[config.mk]
export PLATFORM = sky130hd
export DESIGN_NAME = vga_sync_gen
export DESIGN_NICKNAME = d
export VERILOG_FILES = /design/src/rtl/vga_sync_gen.sv
export SDC_FILE = /design/constraint.sdc
export NUM_CORES = 1
export LEC_CHECK = 0
export BUFFER_PORTS_ARGS = -buffer_cell sky130_fd_sc_hd__buf_4
export CORE_MARGIN = 4
export CORE_UTILIZATION = 54
export CTS_CLUSTER_SIZE = 25
export DETAILED_ROUTE_END_ITERATION = 7
export GPL_TIMING_DRIVEN = 0
export PLACE_DENSITY = 0.78
export SYNTH_ARGS = -nofsm -noshare
export SYNTH_HDL_FRONTEND = slang
export SYNTH_SLANG_ARGS = --single-unit
[constraint.sdc]
create_clock -name clk -period 2.4 [get_ports clk]
set_clock_uncertainty 0.05 [all_clocks]
set_input_delay 0.36 -clock clk [delete_from_list [all_inputs] [get_ports clk]]
set_output_delay 0.36 -clock clk [all_outputs]
set_load 0.02 [all_outputs]
[src/rtl/vga_sync_gen.sv]
`default_nettype none
// ============================================================================
// Module   : vga_sync_gen
// Purpose  : 640x480 @ 60 Hz VGA timing generator. Divides clk down to the
//            pixel rate and runs the horizontal/vertical scan counters. Drives
//            active-low hsync/vsync, plus pixel_x, pixel_y and video_on for
//            the drawing logic. All outputs are registered and change on the
//            same clk edge.
// Ports    : clk          system clock (only clock)
//            rst          synchronous reset, active-high
//            p_tick       one-clk pixel-enable pulse
//            pixel_x      horizontal scan count, 0..H_TOTAL-1
//            pixel_y      vertical scan count, 0..V_TOTAL-1
//            video_on     high inside the visible area
//            hsync        horizontal sync, active-low
//            vsync        vertical sync, active-low
//            frame_start  one-clk pulse when the scan enters (0,0)
//            frame_cnt    8-bit frame counter (only with VGA_SYNC_FRAME_CNT_EN)
// Options  : define VGA_SYNC_FRAME_CNT_EN to add the frame_cnt port/register
// Revision : 1.0 - initial release
// ============================================================================
module vga_sync_gen #(
  parameter int DIV       = 4,
  parameter int H_DISPLAY = 640,
  parameter int H_FRONT   = 16,
  parameter int H_SYNC    = 96,
  parameter int H_BACK    = 48,
  parameter int V_DISPLAY = 480,
  parameter int V_FRONT   = 10,
  parameter int V_SYNC    = 2,
  parameter int V_BACK    = 33
) (
  input  logic       clk,
  input  logic       rst,
  output logic       p_tick,
  output logic [9:0] pixel_x,
  output logic [9:0] pixel_y,
  output logic       video_on,
  output logic       hsync,
  output logic       vsync,
  output logic       frame_start
`ifdef VGA_SYNC_FRAME_CNT_EN
  ,
  output logic [7:0] frame_cnt
`endif
);

  localparam int c_h_total = H_DISPLAY + H_FRONT + H_SYNC + H_BACK;
  localparam int c_v_total = V_DISPLAY + V_FRONT + V_SYNC + V_BACK;
  // Keep the divider at least one bit wide so DIV=1 still elaborates.
  localparam int c_div_w   = (DIV > 1) ? $clog2(DIV) : 1;

  localparam logic [c_div_w-1:0] c_div_max  = c_div_w'(DIV - 1);
  localparam logic [c_div_w-1:0] c_div_one  = c_div_w'(1);
  localparam logic [9:0]         c_h_max    = 10'(c_h_total - 1);
  localparam logic [9:0]         c_v_max    = 10'(c_v_total - 1);
  localparam logic [9:0]         c_h_disp   = 10'(H_DISPLAY);
  localparam logic [9:0]         c_v_disp   = 10'(V_DISPLAY);
  localparam logic [9:0]         c_hs_start = 10'(H_DISPLAY + H_FRONT);
  localparam logic [9:0]         c_hs_end   = 10'(H_DISPLAY + H_FRONT + H_SYNC - 1);
  localparam logic [9:0]         c_vs_start = 10'(V_DISPLAY + V_FRONT);
  localparam logic [9:0]         c_vs_end   = 10'(V_DISPLAY + V_FRONT + V_SYNC - 1);

  logic [c_div_w-1:0] div_q, div_d;
  logic               p_tick_q, p_tick_d;
  logic [9:0]         h_q, h_d;
  logic [9:0]         v_q, v_d;
  logic               video_on_q, video_on_d;
  logic               hsync_q, hsync_d;
  logic               vsync_q, vsync_d;
  logic               frame_start_q, frame_start_d;
  logic               h_wrap, v_wrap;

  always_comb begin
    div_d         = (div_q == c_div_max) ? '0 : div_q + c_div_one;
    // p_tick is high in exactly the clk where div_cnt sits at DIV-1.
    p_tick_d      = (div_d == c_div_max);

    // ">=" rather than "==" so any out-of-range count falls back to 0.
    h_wrap        = (h_q >= c_h_max);
    v_wrap        = (v_q >= c_v_max);

    h_d           = h_q;
    v_d           = v_q;
    if (p_tick_q) begin
      h_d = h_wrap ? 10'd0 : h_q + 10'd1;
      if (h_wrap) begin
        v_d = v_wrap ? 10'd0 : v_q + 10'd1;
      end
    end

    // Decoded from the next-state counts so they line up with pixel_x/y.
    hsync_d       = !((h_d >= c_hs_start) && (h_d <= c_hs_end));
    vsync_d       = !((v_d >= c_vs_start) && (v_d <= c_vs_end));
    video_on_d    = (h_d < c_h_disp) && (v_d < c_v_disp);
    frame_start_d = p_tick_q && h_wrap && v_wrap;
  end

  always_ff @(posedge clk) begin
    if (rst) begin
      div_q         <= '0;
      p_tick_q      <= 1'b0;
      h_q           <= c_h_max;
      v_q           <= c_v_max;
      video_on_q    <= 1'b0;
      hsync_q       <= 1'b1;
      vsync_q       <= 1'b1;
      frame_start_q <= 1'b0;
    end else begin
      div_q         <= div_d;
      p_tick_q      <= p_tick_d;
      h_q           <= h_d;
      v_q           <= v_d;
      video_on_q    <= video_on_d;
      hsync_q       <= hsync_d;
      vsync_q       <= vsync_d;
      frame_start_q <= frame_start_d;
    end
  end

`ifdef VGA_SYNC_FRAME_CNT_EN
  logic [7:0] frame_cnt_q;

  always_ff @(posedge clk) begin
    if (rst) begin
      frame_cnt_q <= 8'd0;
    end else if (frame_start_d) begin
      frame_cnt_q <= frame_cnt_q + 8'd1;
    end
  end

  assign frame_cnt = frame_cnt_q;
`endif

  assign p_tick      = p_tick_q;
  assign pixel_x     = h_q;
  assign pixel_y     = v_q;
  assign video_on    = video_on_q;
  assign hsync       = hsync_q;
  assign vsync       = vsync_q;
  assign frame_start = frame_start_q;

endmodule
`default_nettype wire

==> results.sh, run 1 <==
export IMPL_layout_drive_gt1_share=0.2050
export IMPL_rsz0062_at_grt="true"
export IMPL_endpoint_kind="flop"
export IMPL_place_inst=226
export IMPL_vias=1368
export IMPL_drt_iter0_drc=52
export IMPL_port_buffers=26
export IMPL_dr_pass1_iters=4
export IMPL_hpwl_um=2509
export IMPL_area_growth_synth_to_final_pct=17.75
export IMPL_wirelength_um=3353
export IMPL_setup_tns_ps=0
export IMPL_clk_latency_ps=320
export IMPL_track_usage=0.2038
export IMPL_cap_violations=0
export IMPL_core_mm2=0.002522
export IMPL_grt_overflow=0
export IMPL_grt_max_degree=15
export IMPL_num_antenna_cells=0
export IMPL_postRouteAntennaNets=0
export IMPL_crit_fanout=6
export IMPL_clk_path_buf_depth=2
export IMPL_gp_congestion=0.9218
export IMPL_holdWs_ps=270.8
export IMPL_io_pins=27
export IMPL_final_area_mm2=0.001727
export IMPL_die_y_um=60.11
export IMPL_synth_seq_cells=27
export IMPL_synth_edf_count=0
export IMPL_root_buffer="clkbuf_4"
export IMPL_peakVddDrop_mv=0.3792
export IMPL_cts_sinks=27
export IMPL_worst_pin_slew_ps=673.8
export IMPL_start_kind="flop"
export IMPL_finalCoreUtilization=0.6845
export IMPL_nets=208
export IMPL_fin_crit_sh=0.9933
export IMPL_instances_no_fill=230
export IMPL_hp_class="input pin to flop"
export IMPL_fmax_mhz=419.5
export IMPL_drc=0
export IMPL_p_per_area_mw_per_mm2=540.5
export IMPL_p_leak_nw=0.6627
export IMPL_row_count=18
export IMPL_htreeDepth=1
export IMPL_grt_pass1_wl_um=5706
export IMPL_syn_avg_cell_area_um2=8.626
export IMPL_ys_seq_area_frac=0.3686
export IMPL_cts_made_buffers=3
export IMPL_ys_flop_type="dfxtp_1"
export IMPL_min_period_ps=2384
export IMPL_synth_area_mm2=0.001466
export IMPL_critPathKind="flop to flop"
export IMPL_wl_per_cell_um=14.58
export IMPL_dpl_cell_area_mm2=0.001699
export IMPL_grt_pass1_vias=1289
export IMPL_slew_violations=0
export IMPL_path_clk_slew_ps=140
export IMPL_via_per_inst=5.948
export IMPL_cts_hold_buf=0
export IMPL_cp_required_ps=2560
export IMPL_timing_slew_headroom=0.5449
export IMPL_yosysWarningCount=0
export IMPL_cts_tree="built"
export IMPL_cp_arrival_ps=2540
export IMPL_die_w_um=60.11
export IMPL_die_area_mm2=0.003613
export IMPL_syn_inst=170
export IMPL_finalHoldViolCount=0
export IMPL_async_flop_share=0
export IMPL_grt_antenna_before_repair=0
export IMPL_synth_cell_types=42
export IMPL_initial_core_util=0.5813
export IMPL_outcome="finished clean"
export IMPL_setup_violations_final=0
export IMPL_synth_nets=177
==> placed cells by master, fill, tap and decap left out, types with 2 or more instances in the layout <==
cell type / n
inv_1: 9
clkbuf_1: 4
nor3_1: 9
nor2_1: 14
o21ai_0: 7
buf_2: 5
nand4b_1: 2
nor2b_1: 2
nand2b_1: 2
nand3_1: 8
o22ai_1: 3
nand2_1: 15
o21a_1: 2
a211o_1: 3
a221o_1: 3
a21oi_1: 8
or3_1: 2
clkbuf_4: 3
a21o_1: 3
buf_4: 26
ha_1: 5
dfxtp_1: 27
nand4_1: 3
xnor2_1: 10
and3_1: 2
nand3b_1: 2
xor2_1: 3
==> final timing paths <==
check,from,endpoint,slack (ps),cells after the start
worst max-delay path,pixel_x[0],vsync,20,6
worst min-delay path,rst,pixel_y[1],270,3
worst max register to register,pixel_x[0],vsync,20,6
worst min register to register,div_q[0],div_q[0],410,1
==> stage by stage <==
| stage | power (mW) | setup slack (ps) |
|---|---|---|
| 4_1_cts | 0.9425 | 42.37 |
| 3_5_place_dp | 0.7464 | -52.95 |
| 6_report | 0.9333 | 16.16 |
| 3_3_place_gp | 0.7398 | 1.187 |
| 2_1_floorplan | 0.6757 | 113.0 |
| 5_1_grt | 0.9889 | -155.6 |
==> metal layers <==
| metal | global-route usage | vias up | share of wire |
|---|---|---|---|
| li1 | - | 667 | - |
| met1 | 0.2673 | 654 | 0.45 |
| met2 | 0.3395 | 43 | 0.49 |
| met3 | 0.03888 | 4 | 0.058 |
| met4 | 0.05380 | 0 | 0.0066 |
| met5 | 0 | - | 0 |
==> power breakdown <==
group / internal, mW / switching [mW]
combinational: 0.0951 / 0.143
sequential: 0.472 / 0.0278
clock: 0.0649 / 0.130
==> cell families after synthesis <==
family	count (synthesis)	share of synthesized area
XOR/XNOR	13	0.07765
AO/OA/AOI/OAI	37	0.1920
flip-flops	27	0.3686
buffers and inverters	18	0.05033
AND/OR/NAND/NOR	70	0.2688
adder cells (fa/ha/maj)	5	0.04266
==> flip-flops by register name, summed over array words and instances (netlist names) <==
register and count:
pixel_y 10, pixel_x 10, hsync 1, frame_start 1, video_on 1, p_tick 1
vsync 1, div_q 2
==> Yosys cell counts, types with 2 or more instances <==
master,instances,area share
a211o_1,3,0.018
nor2b_1,2,0.0085
nor3_1,9,0.031
dfxtp_1,27,0.37
nand4b_1,2,0.012
o21ai_0,7,0.024
xor2_1,3,0.018
clkbuf_1,4,0.010
or3_1,2,0.0085
nor2_1,14,0.036
ha_1,5,0.043
buf_2,5,0.017
o21a_1,2,0.010
o22ai_1,3,0.013
a21o_1,3,0.015
nand2b_1,2,0.0085
xnor2_1,10,0.060
nand2_1,15,0.038
nand3b_1,2,0.010
a221o_1,3,0.020
nand4_1,3,0.013
inv_1,9,0.023
nand3_1,8,0.027
a21oi_1,8,0.027
and3_1,2,0.0085
==> cell type report <==
cell class / count / area, µm²
buffer: 9 / 41.29
clock buffer: 4 / 26.28
fill: 218 / 795.8
inverter: 9 / 33.78
multi-input combinational: 125 / 852.1
sequential: 27 / 540.5
tap: 30 / 37.54
timing repair buffer: 26 / 195.2
==> critical path: stages, from the launching register on <==
cell       delay [ps]
dfxtp_1           440
ha_1              330
nand4_4           200
a21oi_1           410
nand4b_1          180
o2bb2ai_1         180
or4b_1            480
==> repair_timing <==
item	4_1_cts	5_1_grt
buffers inserted	0	0
gates resized for setup	1	0
setup endpoints to repair	2	4
No activity file was read; power rests on OpenSTA's default activity.
==> inputs of run 2 (changes only) <==
==> config.mk (replaced) <==
export PLATFORM = sky130hd
export DESIGN_NAME = vga_sync_gen
export DESIGN_NICKNAME = d
export VERILOG_FILES = /design/src/rtl/vga_sync_gen.sv
export SDC_FILE = /design/constraint.sdc
export NUM_CORES = 1
export LEC_CHECK = 0
export CORE_MARGIN = 4
export CORE_UTILIZATION = 61
export CTS_CLUSTER_SIZE = 25
export DETAILED_ROUTE_END_ITERATION = 7
export DONT_BUFFER_PORTS = 1
export GPL_TIMING_DRIVEN = 0
export PLACE_DENSITY = 0.77
export SLEW_MARGIN = 30
export SYNTH_ARGS = -nofsm -noshare
export SYNTH_HDL_FRONTEND = slang
export SYNTH_SLANG_ARGS = --single-unit
==> results.sh, run 2 (synthesis gave the netlist of run 1 again) <==
export IMPL_root_buffer="clkbuf_4"
export IMPL_intPower_uw=616.0
export IMPL_hpwl_um=2434
export IMPL_cts_tree="built"
export IMPL_critPathKind="flop to flop"
export IMPL_fillers=180
export IMPL_nets=182
export IMPL_vias=1254
export IMPL_pwr_share_seq=0.581
export IMPL_dr_pass1_iters=4
export IMPL_cts_hold_buf=0
export IMPL_area_growth_synth_to_final_pct=6.826
export IMPL_reg2reg_slack_ps=110
export IMPL_row_count=17
export IMPL_rr_worst_depth=6
export IMPL_endpoint_kind="flop"
export IMPL_grt_pass1_wl_um=5285
export IMPL_fin_crit_sh=0.9549
export IMPL_p_per_area_mw_per_mm2=580.5
export IMPL_die_area_mm2=0.003252
export IMPL_grt_max_degree=15
export IMPL_share_comb_of_total_power=0.210
export IMPL_via_per_inst=6.208
export IMPL_cp_required_ps=2560
export IMPL_fmax_mhz=436.3
export IMPL_crit_fanout=8
export IMPL_cts_sinks=27
export IMPL_final_cell_mix="18 x dfxtp_1, 15 x nand2_1, 14 x nor2_1"
export IMPL_gp_congestion=0.8575
export IMPL_slew_violations=0
export IMPL_setup_violations_final=0
export IMPL_crit_start="pixel_y[3]"
export IMPL_grt_antenna_before_repair=0
export IMPL_place_inst=198
export IMPL_clk_path_buf_depth=2
export IMPL_final_area_mm2=0.001567
export IMPL_num_antenna_cells=0
export IMPL_finalHoldViolCount=0
export IMPL_start_kind="flop"
export IMPL_switching_share=0.3226
export IMPL_postRouteAntennaNets=0
export IMPL_cap_violations=0
export IMPL_worst_pin_slew_ps=481.3
export IMPL_final_common_cell="dfxtp_1"
export IMPL_min_delay_worst_endpoint="pixel_y[1]"
export IMPL_regArea_um2=554.3
export IMPL_core_mm2=0.002255
export IMPL_grt_overflow=0
export IMPL_multi_input_area_um2=875.8
export IMPL_whs_path_depth=2
export IMPL_drt_iter0_drc=56
export IMPL_cp_arrival_ps=2450
export IMPL_wirelength_um=3157
export IMPL_layout_drive_gt1_share=0.1552
export IMPL_path_clk_slew_ps=130
export IMPL_holdCritStartpoint="rst"
export IMPL_initial_core_util=0.6504
export IMPL_grt_pass1_vias=1221
export IMPL_cts_made_buffers=3
export IMPL_p_leak_nw=0.5445
export IMPL_die_w_um=57.03
export IMPL_track_usage=0.1996
export IMPL_min_period_ps=2292
export IMPL_timing_slew_headroom=0.6746
export IMPL_r2r_start="pixel_y[3]"
export IMPL_r2r_end="vsync"
export IMPL_drc=0
export IMPL_clk_latency_ps=320
export IMPL_rsz0062_at_grt="false"
export IMPL_die_y_um=57.03
export IMPL_wl_per_cell_um=15.63
export IMPL_outcome="finished clean"
export IMPL_htreeDepth=1
export IMPL_hp_class="input pin to flop"
export IMPL_port_buffers=0
export IMPL_dpl_cell_area_mm2=0.001501
export IMPL_io_pins=27
export IMPL_power_switching_uw=293.4
export IMPL_peakVddDrop_mv=0.3964
export IMPL_p_clk_frac=0.209
export IMPL_instances_no_fill=202
[run 2: worst max-delay path by stage]
stage,end,slack [ps],cells after the start
after detailed placement,pixel_y[2],-170,6
after global placement,pixel_y[2],-140,6
final,vsync,110,6
after global routing,vsync,4,5
after floorplan,vsync,110,6
after CTS,vsync,40,6
[run 2: layout make-up]
type	count	share of cell area
multi-input cells	125	0.5591
inverters	9	0.02157
well taps	28	0.02236
flip-flops and latches	27	0.3538
clock buffers	4	0.01677
plain buffers	9	0.02636
[run 2: worst max-delay path, cell delays in order (launching register included)]
cell and delay [ps]:
dfxtp_2 380, buf_2 180, a211o_1 290, o41a_1 370, nor2_1 260, a21oi_1 130
or4b_1 520
[run 2: routing by layer]
metal  global-route usage  wire length (µm)
met1               0.2535              1441
met2               0.3344              1483
met3              0.06109               218
met4              0.04305                14
met5                    0                 0
[run 2: power groups by stage]
| stage | Sequential, mW | Combinational [mW] | Clock [mW] |
|---|---|---|---|
| finish | 0.528 | 0.191 | 0.190 |
| CTS | 0.526 | 0.186 | 0.193 |
| detailed placement | 0.536 | 0.181 | 0 |
| global route | 0.532 | 0.211 | 0.204 |
| floorplan | 0.528 | 0.148 | 0 |
| global placement | 0.535 | 0.176 | 0 |
[run 2: per-stage QoR]
step | hold slack [ps] | TNS [ps] | util | worst slack [ps] | power [mW]
after floorplan | 377.5 | 0 | - | 113.0 | 0.6757
after global placement | 386.4 | -278.3 | 0.6659 | -140.7 | 0.7106
after detailed placement | 400.4 | -368.9 | 0.6659 | -166.4 | 0.7171
after CTS | 159.6 | 0 | 0.6837 | 35.45 | 0.9045
after global routing | 168.2 | 0 | 0.6948 | 4.155 | 0.9469
final | 164.0 | 0 | 0.6948 | 108.2 | 0.9094
[run 2: timing repair]
item | in CTS | in global routing
gates resized for setup | 5 | 10
pin swaps | 0 | 1
buffers inserted | 0 | 0
setup endpoints to repair | 5 | 2
==> inputs of run 3 (changes only) <==
--- a/config.mk
+++ b/config.mk
@@ -5,6 +5,7 @@
 export SDC_FILE = /design/constraint.sdc
 export NUM_CORES = 1
 export LEC_CHECK = 0
+export CORE_ASPECT_RATIO = 1.5
 export CORE_MARGIN = 4
 export CORE_UTILIZATION = 61
 export CTS_CLUSTER_SIZE = 25
@@ -12,7 +13,8 @@
 export DONT_BUFFER_PORTS = 1
 export GPL_TIMING_DRIVEN = 0
 export PLACE_DENSITY = 0.77
-export SLEW_MARGIN = 30
+export SKIP_LAST_GASP = 1
+export SLEW_MARGIN = 20
 export SYNTH_ARGS = -nofsm -noshare
 export SYNTH_HDL_FRONTEND = slang
 export SYNTH_SLANG_ARGS = --single-unit
==> results.sh, run 3 (synthesis gave the netlist of run 1 again) <==
export IMPL_area_growth_synth_to_final_pct=6.228
export IMPL_rsz0062_at_grt="false"
export IMPL_cp_cell_sequence="buf_2, nor3_4, a21oi_2, or3_1, o2bb2ai_1, or4b_1"
export IMPL_hpwl_um=2550
export IMPL_die_w_um=48.03
export IMPL_vias=1256
export IMPL_timing_final_ws_setup_ps=93.99
export IMPL_dr_pass1_iters=4
export IMPL_cts_sinks=27
export IMPL_reg2reg_slack_ps=90
export IMPL_cts_hold_buf=0
export IMPL_peakVddDrop_mv=0.4118
export IMPL_setup_violations_final=0
export IMPL_min_delay_worst_endpoint="pixel_y[1]"
export IMPL_wl_per_cell_um=16.91
export IMPL_finalHoldViolCount=0
export IMPL_min_period_ps=2306
export IMPL_critPathKind="flop to flop"
export IMPL_slew_violations=0
export IMPL_fin_crit_sh=0.9608
export IMPL_cp_arrival_ps=2480
export IMPL_p_clk_frac=0.215
export IMPL_port_buffers=0
export IMPL_nets=182
export IMPL_drc=0
export IMPL_drt_iter0_drc=61
export IMPL_cts_made_buffers=3
export IMPL_pwr_share_seq=0.580
export IMPL_intPower_uw=611.4
export IMPL_core_mm2=0.002260
export IMPL_r2r_end="vsync"
export IMPL_postRouteAntennaNets=0
export IMPL_clk_path_buf_depth=2
export IMPL_share_comb_of_total_power=0.206
export IMPL_clk_latency_ps=320
export IMPL_grt_pass1_wl_um=5326
export IMPL_hp_class="input pin to flop"
export IMPL_path_clk_slew_ps=150
export IMPL_grt_pass1_vias=1255
export IMPL_grt_antenna_before_repair=0
export IMPL_root_buffer="clkbuf_4"
export IMPL_die_y_um=68.05
export IMPL_via_per_inst=6.376
export IMPL_layout_drive_gt1_share=0.1667
export IMPL_crit_fanout=7
export IMPL_endpoint_kind="flop"
export IMPL_start_kind="flop"
export IMPL_outcome="finished clean"
export IMPL_p_per_area_mw_per_mm2=585.6
export IMPL_holdCritStartpoint="rst"
export IMPL_cap_violations=0
export IMPL_rr_worst_depth=6
export IMPL_cp_slowest_cell="or4b_1"
export IMPL_worst_pin_slew_ps=469.4
export IMPL_htreeDepth=1
export IMPL_wirelength_um=3331
export IMPL_p_leak_nw=0.5411
export IMPL_final_common_cell="dfxtp_1"
export IMPL_io_pins=27
export IMPL_slowest_delay_ps=470
export IMPL_fmax_mhz=433.7
export IMPL_die_area_mm2=0.003268
export IMPL_switching_share=0.3297
export IMPL_timing_slew_headroom=0.6827
export IMPL_final_cell_mix="17 x dfxtp_1, 15 x nand2_1, 14 x nor2_1"
export IMPL_r2r_start="pixel_x[6]"
export IMPL_cp_required_ps=2570
export IMPL_post_place_ws_ps=-277.0
export IMPL_grt_max_degree=17
export IMPL_power_switching_uw=300.8
export IMPL_row_count=21
export IMPL_track_usage=0.2270
export IMPL_num_antenna_cells=0
export IMPL_setup_tns_ps=0
export IMPL_initial_core_util=0.6489
export IMPL_cts_tree="built"
export IMPL_grt_overflow=0
export IMPL_gp_congestion=0.8672
export IMPL_whs_path_depth=2
export IMPL_cts_post_setup_buffers_inserted=0
run 3: cell type report:
cell class	instances	area [µm²]
buffer	9	41.29
clock buffer	3	22.52
clock inverter	1	7.507
fill	205	701.9
inverter	9	33.78
multi-input combinational	125	865.8
sequential	27	558.0
tap	23	28.78
run 3: power groups by stage:
stage | Sequential [mW] | Combinational (mW) | Clock [mW]
2_1_floorplan | 0.528 | 0.148 | 0
3_3_place_gp | 0.535 | 0.176 | 0
3_5_place_dp | 0.536 | 0.181 | 0
4_1_cts | 0.527 | 0.186 | 0.203
5_1_grt | 0.535 | 0.210 | 0.227
6_report | 0.529 | 0.188 | 0.196
run 3: how the worst max path moves through the flow:
stage	from	end	slack (ps)	cells past startpoint
after global placement	pixel_x[0]	pixel_y[2]	-200	6
after detailed placement	pixel_x[0]	pixel_y[2]	-280	6
final	pixel_x[6]	vsync	90	6
after global routing	pixel_x[0]	vsync	1	6
after CTS	pixel_x[0]	vsync	3	6
after floorplan	pixel_x[0]	vsync	110	6
run 3: worst max-delay path, delay by kind of cell (launching register included):
| family | cells | cell delay, ps |
|---|---|---|
| AOI/OAI and AO/OA | 2 | 330 |
| buffers and inverters | 1 | 200 |
| DFF | 1 | 400 |
| and+or+nand+nor | 3 | 1220 |
run 3: repair_timing:
| action | 4_1_cts | 5_1_grt |
|---|---|---|
| setup endpoints to repair | 9 | 1 |
| pin swaps | 0 | 0 |
| gates resized for setup | 5 | 11 |
| cloned | 0 | 0 |
run 3: through the flow:
step                      area, µm²  power [mW]  hold WS [ps]    util  cells
after CTS                      1540      0.9158         186.7  0.6816    197
after global placement         1495      0.7112         384.9  0.6617    193
after global routing           1558      0.9725         173.1  0.6894    197
final                          1558      0.9122         193.0  0.6894    197
after floorplan                1466      0.6757         377.5       -    170
after detailed placement       1495      0.7178         403.4  0.6617    193
run 3: metal layers:
layer | up-vias | track usage | wire (µm)
li1 | 614 | - | -
met1 | 592 | 0.2256 | 1300
met2 | 44 | 0.4040 | 1752
met3 | 6 | 0.06316 | 216
met4 | 0 | 0.1178 | 61
met5 | - | 0 | 0
